--- src/rtl/ifmap_spad_write_controller.sv ---
// Write-side controller for the PE ifmap scratchpad (circular buffer).
// Accepts the row stream, tracks occupancy and exposes the read window base.
module ifmap_spad_write_controller #(
  parameter int IFMAP_SPAD_DEPTH         = 12,
  parameter int IFMAP_SPAD_ADDRESS_WIDTH = 16,
  parameter int DATA_WIDTH               = 8,
  parameter int CONFIG_BIT               = 5
) (
  input  logic                                clk,
  input  logic                                rstn,
  input  logic                                clear,
  input  logic                                start,
  input  logic [CONFIG_BIT-1:0]               ifmap_size,
  input  logic [CONFIG_BIT-1:0]               filter_size,
  input  logic                                in_valid,
  input  logic [DATA_WIDTH-1:0]               in_data,
  output logic                                in_ready,
  input  logic                                free_en,
  output logic                                spad_wen,
  output logic [IFMAP_SPAD_ADDRESS_WIDTH-1:0] spad_waddr,
  output logic [DATA_WIDTH-1:0]               spad_wdata,
  output logic [IFMAP_SPAD_ADDRESS_WIDTH-1:0] base_address,
  output logic [IFMAP_SPAD_ADDRESS_WIDTH-1:0] occupancy,
  output logic                                window_ready,
  output logic                                row_done,
  output logic                                underflow_err
);

  localparam int AW = IFMAP_SPAD_ADDRESS_WIDTH;
  localparam logic [AW-1:0] DEPTH = AW'(IFMAP_SPAD_DEPTH);
  localparam logic [AW-1:0] LAST  = AW'(IFMAP_SPAD_DEPTH - 1);

  typedef enum logic [1:0] {IDLE, RECV, DRAIN} state_t;

  state_t              state;
  logic [AW-1:0]       wr_ptr;
  logic [AW-1:0]       rd_ptr;
  logic [AW-1:0]       occ;
  logic [CONFIG_BIT-1:0] wr_cnt;
  logic                row_done_q;
  logic                underflow_q;

  logic                accept;
  logic                free_ok;
  logic [CONFIG_BIT:0] wr_cnt_nxt;

  function automatic logic [AW-1:0] ptr_inc(input logic [AW-1:0] p);
    return (p == LAST) ? '0 : p + 1'b1;
  endfunction

  assign in_ready   = (state == RECV) && (occ < DEPTH) && (wr_cnt < ifmap_size);
  assign accept     = in_valid && in_ready;
  assign free_ok    = free_en && (occ != '0);
  assign wr_cnt_nxt = {1'b0, wr_cnt} + 1'b1;

  // Write data is gated by the accept so every output reads 0 while held in reset.
  assign spad_wen      = accept;
  assign spad_waddr    = wr_ptr;
  assign spad_wdata    = accept ? in_data : '0;
  assign base_address  = rd_ptr;
  assign occupancy     = occ;
  assign window_ready  = (state != IDLE) && (occ >= AW'(filter_size));
  assign row_done      = row_done_q;
  assign underflow_err = underflow_q;

  always_ff @(posedge clk or negedge rstn) begin
    if (!rstn) begin
      state       <= IDLE;
      wr_ptr      <= '0;
      rd_ptr      <= '0;
      occ         <= '0;
      wr_cnt      <= '0;
      row_done_q  <= 1'b0;
      underflow_q <= 1'b0;
    end else if (clear) begin
      state       <= IDLE;
      wr_ptr      <= '0;
      rd_ptr      <= '0;
      occ         <= '0;
      wr_cnt      <= '0;
      row_done_q  <= 1'b0;
      underflow_q <= 1'b0;
    end else begin
      row_done_q <= 1'b0;

      if (accept) begin
        wr_ptr <= ptr_inc(wr_ptr);
        wr_cnt <= wr_cnt_nxt[CONFIG_BIT-1:0];
      end

      if (free_ok) begin
        rd_ptr <= ptr_inc(rd_ptr);
      end else if (free_en) begin
        underflow_q <= 1'b1;
      end

      case ({accept, free_ok})
        2'b10:   occ <= occ + 1'b1;
        2'b01:   occ <= occ - 1'b1;
        default: occ <= occ;
      endcase

      case (state)
        IDLE: begin
          wr_cnt <= '0;
          if (start && (ifmap_size != '0)) state <= RECV;
        end
        RECV: begin
          if (accept && (wr_cnt_nxt >= {1'b0, ifmap_size})) state <= DRAIN;
        end
        DRAIN: begin
          if (occ == '0) begin
            state      <= IDLE;
            row_done_q <= 1'b1;
            wr_cnt     <= '0;
          end
        end
        default: state <= IDLE;
      endcase
    end
  end

endmodule

--- config.mk ---
export PLATFORM = sky130hd
export DESIGN_NAME = ifmap_spad_write_controller
export DESIGN_NICKNAME = d
export VERILOG_FILES = /design/src/rtl/ifmap_spad_write_controller.sv
export SDC_FILE = /design/constraint.sdc
export NUM_CORES = 1
export LEC_CHECK = 0
export CAP_MARGIN = 30
export CORE_MARGIN = 2
export CORE_UTILIZATION = 52
export DETAILED_ROUTE_END_ITERATION = 8
export PLACE_DENSITY = 0.84
export RECOVER_POWER = 50
export SLEW_MARGIN = 0
export SYNTH_ARGS = -nofsm -noshare
export SYNTH_HDL_FRONTEND = slang
export SYNTH_SLANG_ARGS = --single-unit
--- constraint.sdc ---
create_clock -name clk -period 4.95 [get_ports clk]
set_input_delay 0.99 -clock clk [delete_from_list [all_inputs] [get_ports clk]]
set_output_delay 0.99 -clock clk [all_outputs]
set_load 0.01 [all_outputs]
[Yosys cells after proc, flatten, opt, wreduce, memory -nomap -nowiden]
Cells that the tools add are included.
W data, S select, Z words.
Cells by class
  $add $sub $neg: 5
  magnitude comparators: 4
  equal/unequal tests: 10
  muxes and demuxes: 24
  reductions and logical operators: 18
Operators with widths (count)
  $mux W16: 7
  $add A16 B1 Y16 const B: 3
  $eq A16 B4 Y1 const B: 2
  $pmux W16 S2: 1
  $ge A16 B5 Y1: 1
  $logic_not A16 Y1: 1
  $lt A16 B4 Y1 const B: 1
  $reduce_bool A16 Y1: 1
  $sub A16 B1 Y16 const B: 1
  $mux W5: 3
  $pmux W5 S2: 1
  $mux W2: 4
  $mux W8: 1
  $reduce_bool A2 Y1: 4
  $logic_and A1 B1 Y1: 7
  $add A5 B1 Y6 const B: 1
  $ge A6 B5 Y1: 1
  $mux W1: 6
  $ne A3 B3 Y1 const B: 2
  $pmux W2 S3: 1
  $lt A5 B5 Y1: 1
  $reduce_bool A5 Y1: 1
  $eq A2 B1 Y1 const B: 2
  $eq A2 B2 Y1 const B: 2
  other kinds (6): 6
Word-level totals
  bits in registers: 57
  input bits: 24
  output and inout port bits: 61
  word-level logic and storage cells: 68

[Depth between registers and ports, before layout]
Gate-level depths: netlist of the first run.
  depth in word-level cells: 8
  depth in mapped cells: 15
  gate-level depth less buffers: 15

[Worst setup path before layout of the first run]
OpenSTA, ideal clock, no wires.
  kind: in2reg
  start: input ifmap_size[4]
  end: register occ[15], in the netlist occupancy[15]
  library setup time: 125 ps
  arrival time: 4272 ps
  required time: 4825 ps
  slack: 553 ps
  stages: 14
  buffers on the path: 0
  path through: inv_1 ha_1 a22oi_1 and3_2 nand4_4 clkinv_2 nor2_1 ha_1 a21o_1 a221o_1 a31oi_1 o21bai_1 mux2i_1 mux2_2
Between the ends
  word-level cells in the longest chain between the ends: 6
  elaborated cells between the ends (all ways): 8
  classes of those cells: 1 x order compare; 2 x eq/ne; 2 x mux; 3 x reduce/logical
RTL lines
  start: declaration: RTL line 13  | input logic [CONFIG_BIT-1:0] ifmap_size,
  $lt A5 B5 Y1 (*): RTL line 51  | assign in_ready = (state == RECV) && (occ < DEPTH) && (wr_cnt < ifmap_size);
  $logic_and A1 B1 Y1 (*): RTL line 51
  $logic_and A1 B1 Y1 (*): RTL line 52  | assign accept = in_valid && in_ready;
  $eq A2 B1 Y1 / $eq A2 B2 Y1 (equally long branches): RTL line 97  | case ({accept, free_ok})
  $pmux W16 S2: RTL line 97
  $mux W16: RTL line 75  | end else if (clear) begin
  end signal: assignment: RTL line 98  | 2'b10: occ <= occ + 1'b1;
  end signal: assignment: RTL line 99  | 2'b01: occ <= occ - 1'b1;
  end: declaration: RTL line 38  | logic [AW-1:0] occ;
Every way passes the cells marked *; elsewhere a longest branch is shown, timed or not.
A chain may end at the register's enable or synchronous reset.

[Worst setup path after layout of the first run]
  start: input ifmap_size[1]
  end: register occ[12], in the netlist occupancy[12]
The elaborated chain is that of the path after synthesis.

==> metrics.log, run 1 <==
[metrics] outcome: finished, violations left
[metrics] violated checks: capacitance limit, slew limit
[metrics] Slowest cell on crit path: sky130_fd_sc_hd__clkdlybuf4s50_1
[metrics] number of failing setup endpoints in the final timing report: 0
[metrics] number of H-tree levels: 3
[metrics] Gate Count Post-Synth: 472
[metrics] startpoint of the lowest-slack register-to-register path: occupancy[5]
[metrics] placeable core area: 7650 sq um
[metrics] total track usage: 26.6%
[metrics] depth of the critical timing path with buffers and inverters included: 16
[metrics] number of hold violations in the final report: 0
[metrics] CP delay by family, top: compound AO/OA/AOI/OAI gates
[metrics] Filler cells: 589
[metrics] Final #Nets: 622
[metrics] Tmin final: 4.54 ns
[metrics] busiest layer in global routing: met2
[metrics] die height: 92.4 microns
[metrics] width of the die: 92.4 microns
[metrics] total power density per cell area: 403 nW/um^2
[metrics] first-pass iteration count of the detailed router: 5
[metrics] floorplan die area: 8530 sq um
[metrics] number of primary I/O pins: 85
[metrics] Critical Path End Type: flop
[metrics] total routed wirelength: 10,700 microns
[metrics] area of all placed cells without fillers: 5240 sq um
[metrics] final-report max-slew violation count: 58
[metrics] Peak Freq: 0.220 GHz
[metrics] WL/cell: 16.0 microns
[metrics] delay of the slowest cell on the worst path: 0.45 ns
[metrics] Post-synth EDFFs: 0
[metrics] worst-case reg-to-reg path depth: 12
[metrics] number of rows created at floorplan: 32
[metrics] Mapped Avg Cell Area: 8.60 sq um
[metrics] post-detailed-placement cell area: 5030 sq um
[metrics] leakage power summed over all cells: 2.35 nW
[metrics] net count after synthesis: 529
[metrics] Clock Tree Root: sky130_fd_sc_hd__clkbuf_8
[metrics] via count: 4,022
[metrics] Fin Clk Skew: 0.0109 ns
[metrics] class of the most critical hold timing path: reg2reg
[metrics] number of distinct library cell variants in the gate-level netlist after synthesis: 63
[metrics] Hold Slack: 0.499 ns
[metrics] maximum buffer depth of the clock tree: 2
[metrics] tightest slew margin relative to the limit: -106%
[metrics] final RePlAce weighted congestion: 0.882
[metrics] source of the critical timing path: ifmap_size[1]
[metrics] endpoint of the lowest-slack register-to-register path: occupancy[12]
[metrics] Worst-Skew Late Latency: 0.34 ns
[metrics] max-cap viol count: 1
[metrics] Post-CTS Setup Bufs: 0
[metrics] Cell Area, Synth: 4060 sq um
[metrics] cell taking the most area after synthesis: sky130_fd_sc_hd__dfrtp_1
[metrics] launch instance of the worst min-delay path: underflow_err
[metrics] unrepaired setup endpoints after global routing: false
[metrics] startpoint kind of the worst setup timing path: input port
[metrics] peak supply drop: 0.160 mV
[metrics] antenna cells: 0
[metrics] remaining routing DRC violations: 0
[metrics] crit path DAT: 4.77 ns
[metrics] routed via count divided by cell count: 5.99
[metrics] register-to-register path setup slack: 0.65 ns
[metrics] final core utilization: 68.5%
[metrics] measured slew at the worst slew-check pin: 3.10 ns
[metrics] M2 GR Usage: 44.8%
[metrics] top fanout value on the critical path: 9
[metrics] clock tree from TritonCTS: done
[metrics] Yosys warning count: 0
[metrics] initial antenna violation count: 0
[metrics] area used by sequential logic in the layout: 1430 sq um
[metrics] share of post-route cells with drive strength above 1: 7.54%
[metrics] post-synthesis to final-layout area growth: 28.9%
[metrics] worst setup path endpoint: occupancy[12]
[metrics] half-perimeter wire length after placement: 7610 microns
[metrics] biggest area contributors in the synthesized netlist: sky130_fd_sc_hd__dfrtp_1 35%, sky130_fd_sc_hd__ha_1 9.9%, sky130_fd_sc_hd__o21ai_0 5.7%, sky130_fd_sc_hd__nand2_1 5.0%, sky130_fd_sc_hd__nor2_1 4.5%
[metrics] Crit path buffers/inverters: 4
[metrics] flops & latches, synth: 57
[metrics] asr flop ratio synth: 100%
[metrics] multi-input combinational cell area: 2490 sq um
[metrics] met1 capacity usage during global routing: 33.0%
[metrics] total congestion overflow: 0
[metrics] Worst-path clk slew: 0.07 ns
[metrics] maximum number of pins on one net before global-route repair: 58
[metrics] sum of negative setup slack: 0 ns
[metrics] kind of critical path: in2reg
[metrics] # resized after CTS: 0
[metrics] port buffer count: 84
[metrics] number of buffers inserted by hold repair at cts: 0
[metrics] count of antenna-violating nets left after detailed routing: 0
[metrics] via count of the first global-routing pass: 3,963
[metrics] GRT met3 Usage: 4.72%
[metrics] clock sink count: 57
[metrics] wire length of the first global-routing pass: 18,400 microns
[metrics] detailed router's first-iteration violation count: 290
[metrics] required time worst endpoint: 5.18 ns
[metrics] sequential area share after synthesis: 35.1%
[metrics] share of the synthesized area in the top cell type: 35.1%
[metrics] starting density of the core: 53.1%
[metrics] fin crit share: 91.7%
[metrics] critical path cell sequence: clkdlybuf4s50_1 > inv_1 > ha_1 > nor2b_1 > o31ai_1 > nand4_4 > clkinv_2 > nor2_2 > buf_4 > ha_1 > nor2b_1 > o31ai_1 > a31oi_1 > a221oi_1 > xnor2_1 > a31o_1
[metrics] leading register cell type out of synthesis: sky130_fd_sc_hd__dfrtp_1
[metrics] Inserted Clock Buffers: 9
## metrics by stage
stage | std cells | setup slack, ns | total power, mW
after floorplan | 472 | 0.553 | 1.30
after global placement | 655 | -0.0890 | 1.59
after detailed placement | 656 | 0.0312 | 1.63
after CTS | 672 | 0.303 | 2.14
after global routing | 672 | 0.146 | 2.25
final | 672 | 0.410 | 2.11
## kinds of logic (layout without fill, tap and decap cells)
group,after synthesis,in the layout,synth area share (%)
fa+ha+maj,33,33,10.4
buf+inv,31,129,3.17
xor+xnor,23,23,5.15
compound gates,134,134,21.2
mux,5,5,1.29
flops,57,57,35.1
simple gates,189,189,23.7
## cells in the mapped netlist (4+ instances only)
cell                       number
sky130_fd_sc_hd__o31ai_1        9
sky130_fd_sc_hd__clkbuf_1       5
sky130_fd_sc_hd__nor4_1         8
sky130_fd_sc_hd__dfrtp_1       57
sky130_fd_sc_hd__ha_1          32
sky130_fd_sc_hd__nand3_1       13
sky130_fd_sc_hd__nor3_1         7
sky130_fd_sc_hd__o21ai_1        8
sky130_fd_sc_hd__and2_1        16
sky130_fd_sc_hd__a21oi_1       27
sky130_fd_sc_hd__o21ai_0       46
sky130_fd_sc_hd__xnor2_1       12
sky130_fd_sc_hd__nor2_1        49
sky130_fd_sc_hd__xor2_1        10
sky130_fd_sc_hd__a31oi_1        7
sky130_fd_sc_hd__nand4_1        5
sky130_fd_sc_hd__inv_1         19
sky130_fd_sc_hd__a21o_1         4
sky130_fd_sc_hd__nor2b_1        5
sky130_fd_sc_hd__and3_1        10
sky130_fd_sc_hd__nand2_1       54
## routing by layer
metal / up-vias / routed length (microns)
li1: 1890 / -
met1: 1923 / 4340
met2: 167 / 5330
met3: 42 / 655
met4: 0 / 403
met5: - / 0
## placed cells by master, fill, tap and decap left out, types with 4 or more instances in the layout
cell type / n
sky130_fd_sc_hd__dfrtp_1: 57
sky130_fd_sc_hd__clkdlybuf4s50_1: 55
sky130_fd_sc_hd__nand2_1: 54
sky130_fd_sc_hd__nor2_1: 48
sky130_fd_sc_hd__o21ai_0: 46
sky130_fd_sc_hd__ha_1: 32
sky130_fd_sc_hd__dlygate4sd3_1: 28
sky130_fd_sc_hd__a21oi_1: 27
sky130_fd_sc_hd__inv_1: 19
sky130_fd_sc_hd__and2_1: 16
sky130_fd_sc_hd__nand3_1: 13
sky130_fd_sc_hd__xnor2_1: 12
sky130_fd_sc_hd__xor2_1: 10
sky130_fd_sc_hd__and3_1: 10
sky130_fd_sc_hd__clkbuf_8: 10
sky130_fd_sc_hd__nor4_1: 9
sky130_fd_sc_hd__o31ai_1: 9
sky130_fd_sc_hd__o21ai_1: 8
sky130_fd_sc_hd__nor3_1: 7
sky130_fd_sc_hd__a31oi_1: 7
sky130_fd_sc_hd__buf_4: 7
sky130_fd_sc_hd__nor2b_1: 5
sky130_fd_sc_hd__nand4_1: 5
sky130_fd_sc_hd__a21o_1: 4
## worst min path at each step
stage | cells after the start | endpoint | slack [ns]
finish | 2 | underflow_err | 0.50
global route | 2 | underflow_err | 0.55
CTS | 2 | underflow_err | 0.51
detailed placement | 2 | underflow_err | 0.49
global placement | 2 | underflow_err | 0.48
floorplan | 1 | row_done | 0.49
## cell type report
cell class	instances	area share, %
well taps	102	2.44
flip-flops and latches	57	27.2
repair buffers	92	17.0
inverters	21	1.53
clock buffers	11	2.70
clock inverters	5	1.51
multi-input cells	384	47.5
## sequential cells by signal, indices dropped and copies added (netlist names)
register,flops
spad_waddr,16
state,2
wr_cnt,5
row_done,1
base_address,16
underflow_err,1
occupancy,16
## power by group
| group | switching (mW) | internal [mW] |
|---|---|---|
| Combinational | 0.558 | 0.460 |
| Sequential | 0.0754 | 0.523 |
| Clock | 0.196 | 0.296 |
## worst reg2reg max path, stage by stage, from the launching register on
cell and delay [ns]:
sky130_fd_sc_hd__dfrtp_1 0.43, sky130_fd_sc_hd__or4_4 0.59, sky130_fd_sc_hd__or4_1 0.66, sky130_fd_sc_hd__o21ai_4 0.26, sky130_fd_sc_hd__nor2_2 0.15, sky130_fd_sc_hd__buf_4 0.20
sky130_fd_sc_hd__ha_1 0.33, sky130_fd_sc_hd__nor2b_1 0.16, sky130_fd_sc_hd__o31ai_1 0.43, sky130_fd_sc_hd__a31oi_1 0.26, sky130_fd_sc_hd__a221oi_1 0.38, sky130_fd_sc_hd__xnor2_1 0.10
sky130_fd_sc_hd__a31o_1 0.22
Power figures use the tool's default switching activity.
==> run 2, diff against run 1 <==
clock period = 5.2 ns   (was 4.95 ns; I/O delays follow)
==> metrics.log, run 2 (synthesis gave the netlist of run 1 again) <==
[metrics] outcome: finished, violations left
[metrics] final-report max-slew violation count: 58
[metrics] class of the most critical hold timing path: reg2reg
[metrics] max-cap viol count: 1
[metrics] maximum buffer depth of the clock tree: 2
[metrics] total power density per cell area: 379 nW/um^2
[metrics] Peak Freq: 0.216 GHz
[metrics] via count: 3,944
[metrics] unrepaired setup endpoints after global routing: false
[metrics] detailed router's first-iteration violation count: 249
[metrics] Inserted Clock Buffers: 9
[metrics] wire length of the first global-routing pass: 17,800 microns
[metrics] Worst-Skew Late Latency: 0.34 ns
[metrics] sum of negative setup slack: 0 ns
[metrics] number of buffers inserted by hold repair at cts: 0
[metrics] Post-Place Worst Slack: 0.289 ns
[metrics] Critical Path End Type: flop
[metrics] worst-case setup margin in the final layout: 0.569 ns
[metrics] Fin Clk Skew: 0.00980 ns
[metrics] total chip power: 1.98 mW
[metrics] Tmin final: 4.63 ns
[metrics] crit path DAT: 4.86 ns
[metrics] width of the die: 92.4 microns
[metrics] clock tree from TritonCTS: done
[metrics] antenna cells: 0
[metrics] starting density of the core: 53.1%
[metrics] count of antenna-violating nets left after detailed routing: 0
[metrics] number of rows created at floorplan: 32
[metrics] combinational cell fraction of total power: 47.9%
[metrics] area of all placed cells without fillers: 5230 sq um
[metrics] placeable core area: 7650 sq um
[metrics] number of failing setup endpoints in the final timing report: 0
[metrics] number of primary I/O pins: 85
[metrics] share of post-route cells with drive strength above 1: 7.05%
[metrics] first-pass iteration count of the detailed router: 6
[metrics] most frequent cells in the layout: 57 x sky130_fd_sc_hd__dfrtp_1, 55 x sky130_fd_sc_hd__clkdlybuf4s50_1, 54 x sky130_fd_sc_hd__nand2_1
[metrics] # resized after CTS: 0
[metrics] Clock power frac: 23.4%
[metrics] Switching Share: 38.5%
[metrics] leakage power summed over all cells: 2.35 nW
[metrics] half-perimeter wire length after placement: 7530 microns
[metrics] total congestion overflow: 0
[metrics] top fanout value on the critical path: 9
[metrics] peak supply drop: 0.190 mV
[metrics] clock sink count: 57
[metrics] Clock Tree Root: sky130_fd_sc_hd__clkbuf_8
[metrics] total track usage: 25.8%
[metrics] post-detailed-placement cell area: 5030 sq um
[metrics] measured slew at the worst slew-check pin: 2.99 ns
[metrics] Switch Pwr: 0.764 mW
[metrics] number of H-tree levels: 3
[metrics] routed via count divided by cell count: 5.90
[metrics] most common cell after layout, fill and taps aside: sky130_fd_sc_hd__dfrtp_1
[metrics] maximum number of pins on one net before global-route repair: 58
[metrics] kind of critical path: in2reg
[metrics] Hold Slack: 0.505 ns
[metrics] tightest slew margin relative to the limit: -99.4%
[metrics] die height: 92.4 microns
[metrics] Post-CTS Setup Bufs: 0
[metrics] port buffer count: 84
[metrics] Final #Nets: 621
[metrics] WL/cell: 15.6 microns
[metrics] via count of the first global-routing pass: 3,813
[metrics] floorplan die area: 8530 sq um
[metrics] initial antenna violation count: 0
[metrics] startpoint kind of the worst setup timing path: input port
[metrics] fraction of power consumed by sequential logic: 28.7%
[metrics] number of hold violations in the final report: 0
[metrics] required time worst endpoint: 5.43 ns
[metrics] fin crit share: 89.1%
[metrics] violated checks: capacitance limit, slew limit
[metrics] post-synthesis to final-layout area growth: 28.8%
[metrics] total routed wirelength: 10,500 microns
[metrics] remaining routing DRC violations: 0
[metrics] final RePlAce weighted congestion: 0.865
[metrics] Internal Power: 1.22 mW
[metrics] Worst-path clk slew: 0.06 ns
-- run 2: changes by cell type in the layout (fill, tap and decap cells not counted), sizes merged --
cell / before / now
buf: 8 / 7
clkinv: 4 / 2
-- run 2: final timing paths --
| kind | start | to | slack (ns) | depth (start not counted) |
|---|---|---|---|---|
| min | underflow_err | underflow_err | 0.50 | 2 |
| max in group asynchronous | rstn | wr_cnt[3] | 1.73 | 2 |
| max | ifmap_size[4] | occupancy[12] | 0.57 | 16 |
| max reg2reg | occupancy[5] | occupancy[12] | 0.93 | 12 |
| min reg2reg | underflow_err | underflow_err | 0.50 | 2 |
| min in group asynchronous | rstn | occupancy[6] | 1.76 | 2 |
-- run 2: worst max-delay path, cell delays in order --
cell and delay [ns]:
sky130_fd_sc_hd__clkdlybuf4s50_1 0.48, sky130_fd_sc_hd__inv_1 0.08, sky130_fd_sc_hd__ha_1 0.30, sky130_fd_sc_hd__a22oi_1 0.06, sky130_fd_sc_hd__and3_2 0.23, sky130_fd_sc_hd__nand4_4 0.10
sky130_fd_sc_hd__clkinv_2 0.06, sky130_fd_sc_hd__nor2_1 0.48, sky130_fd_sc_hd__buf_4 0.28, sky130_fd_sc_hd__ha_1 0.29, sky130_fd_sc_hd__nor2b_1 0.18, sky130_fd_sc_hd__o31ai_1 0.37
sky130_fd_sc_hd__a31oi_1 0.23, sky130_fd_sc_hd__a221oi_1 0.36, sky130_fd_sc_hd__xnor2_1 0.11, sky130_fd_sc_hd__a31o_1 0.22
-- run 2: per-stage QoR --
stage	instances	util, %
2_1_floorplan	472	-
3_3_place_gp	652	65.4
3_5_place_dp	655	65.8
4_1_cts	669	68.7
5_1_grt	669	68.4
6_report	669	68.4
-- run 2: power groups by stage --
| stage | logic, mW | clock network [mW] | registers (mW) |
|---|---|---|---|
| floorplan | 0.654 | 0 | 0.587 |
| global placement | 0.926 | 0 | 0.579 |
| detailed placement | 0.966 | 0 | 0.581 |
| CTS | 0.979 | 0.468 | 0.572 |
| global route | 1.04 | 0.488 | 0.580 |
| finish | 0.950 | 0.464 | 0.569 |
-- run 2: layer usage --
| layer | GRT usage, % | part of all wire [%] |
|---|---|---|
| met1 | 32.5 | 42 |
| met2 | 44.0 | 50 |
| met3 | 6.51 | 6.1 |
| met4 | 7.34 | 2.2 |
| met5 | 0 | 0 |
-- run 2: cell type report --
cell class                      count  area, sq um
Tap cell                          102          128
Timing Repair Buffer               91          892
Clock buffer                       11          151
Clock inverter                      3         65.1
Multi-Input combinational cell    384         2490
Fill cell                         595         2420
Inverter                           21         80.1
Sequential cell                    57         1430
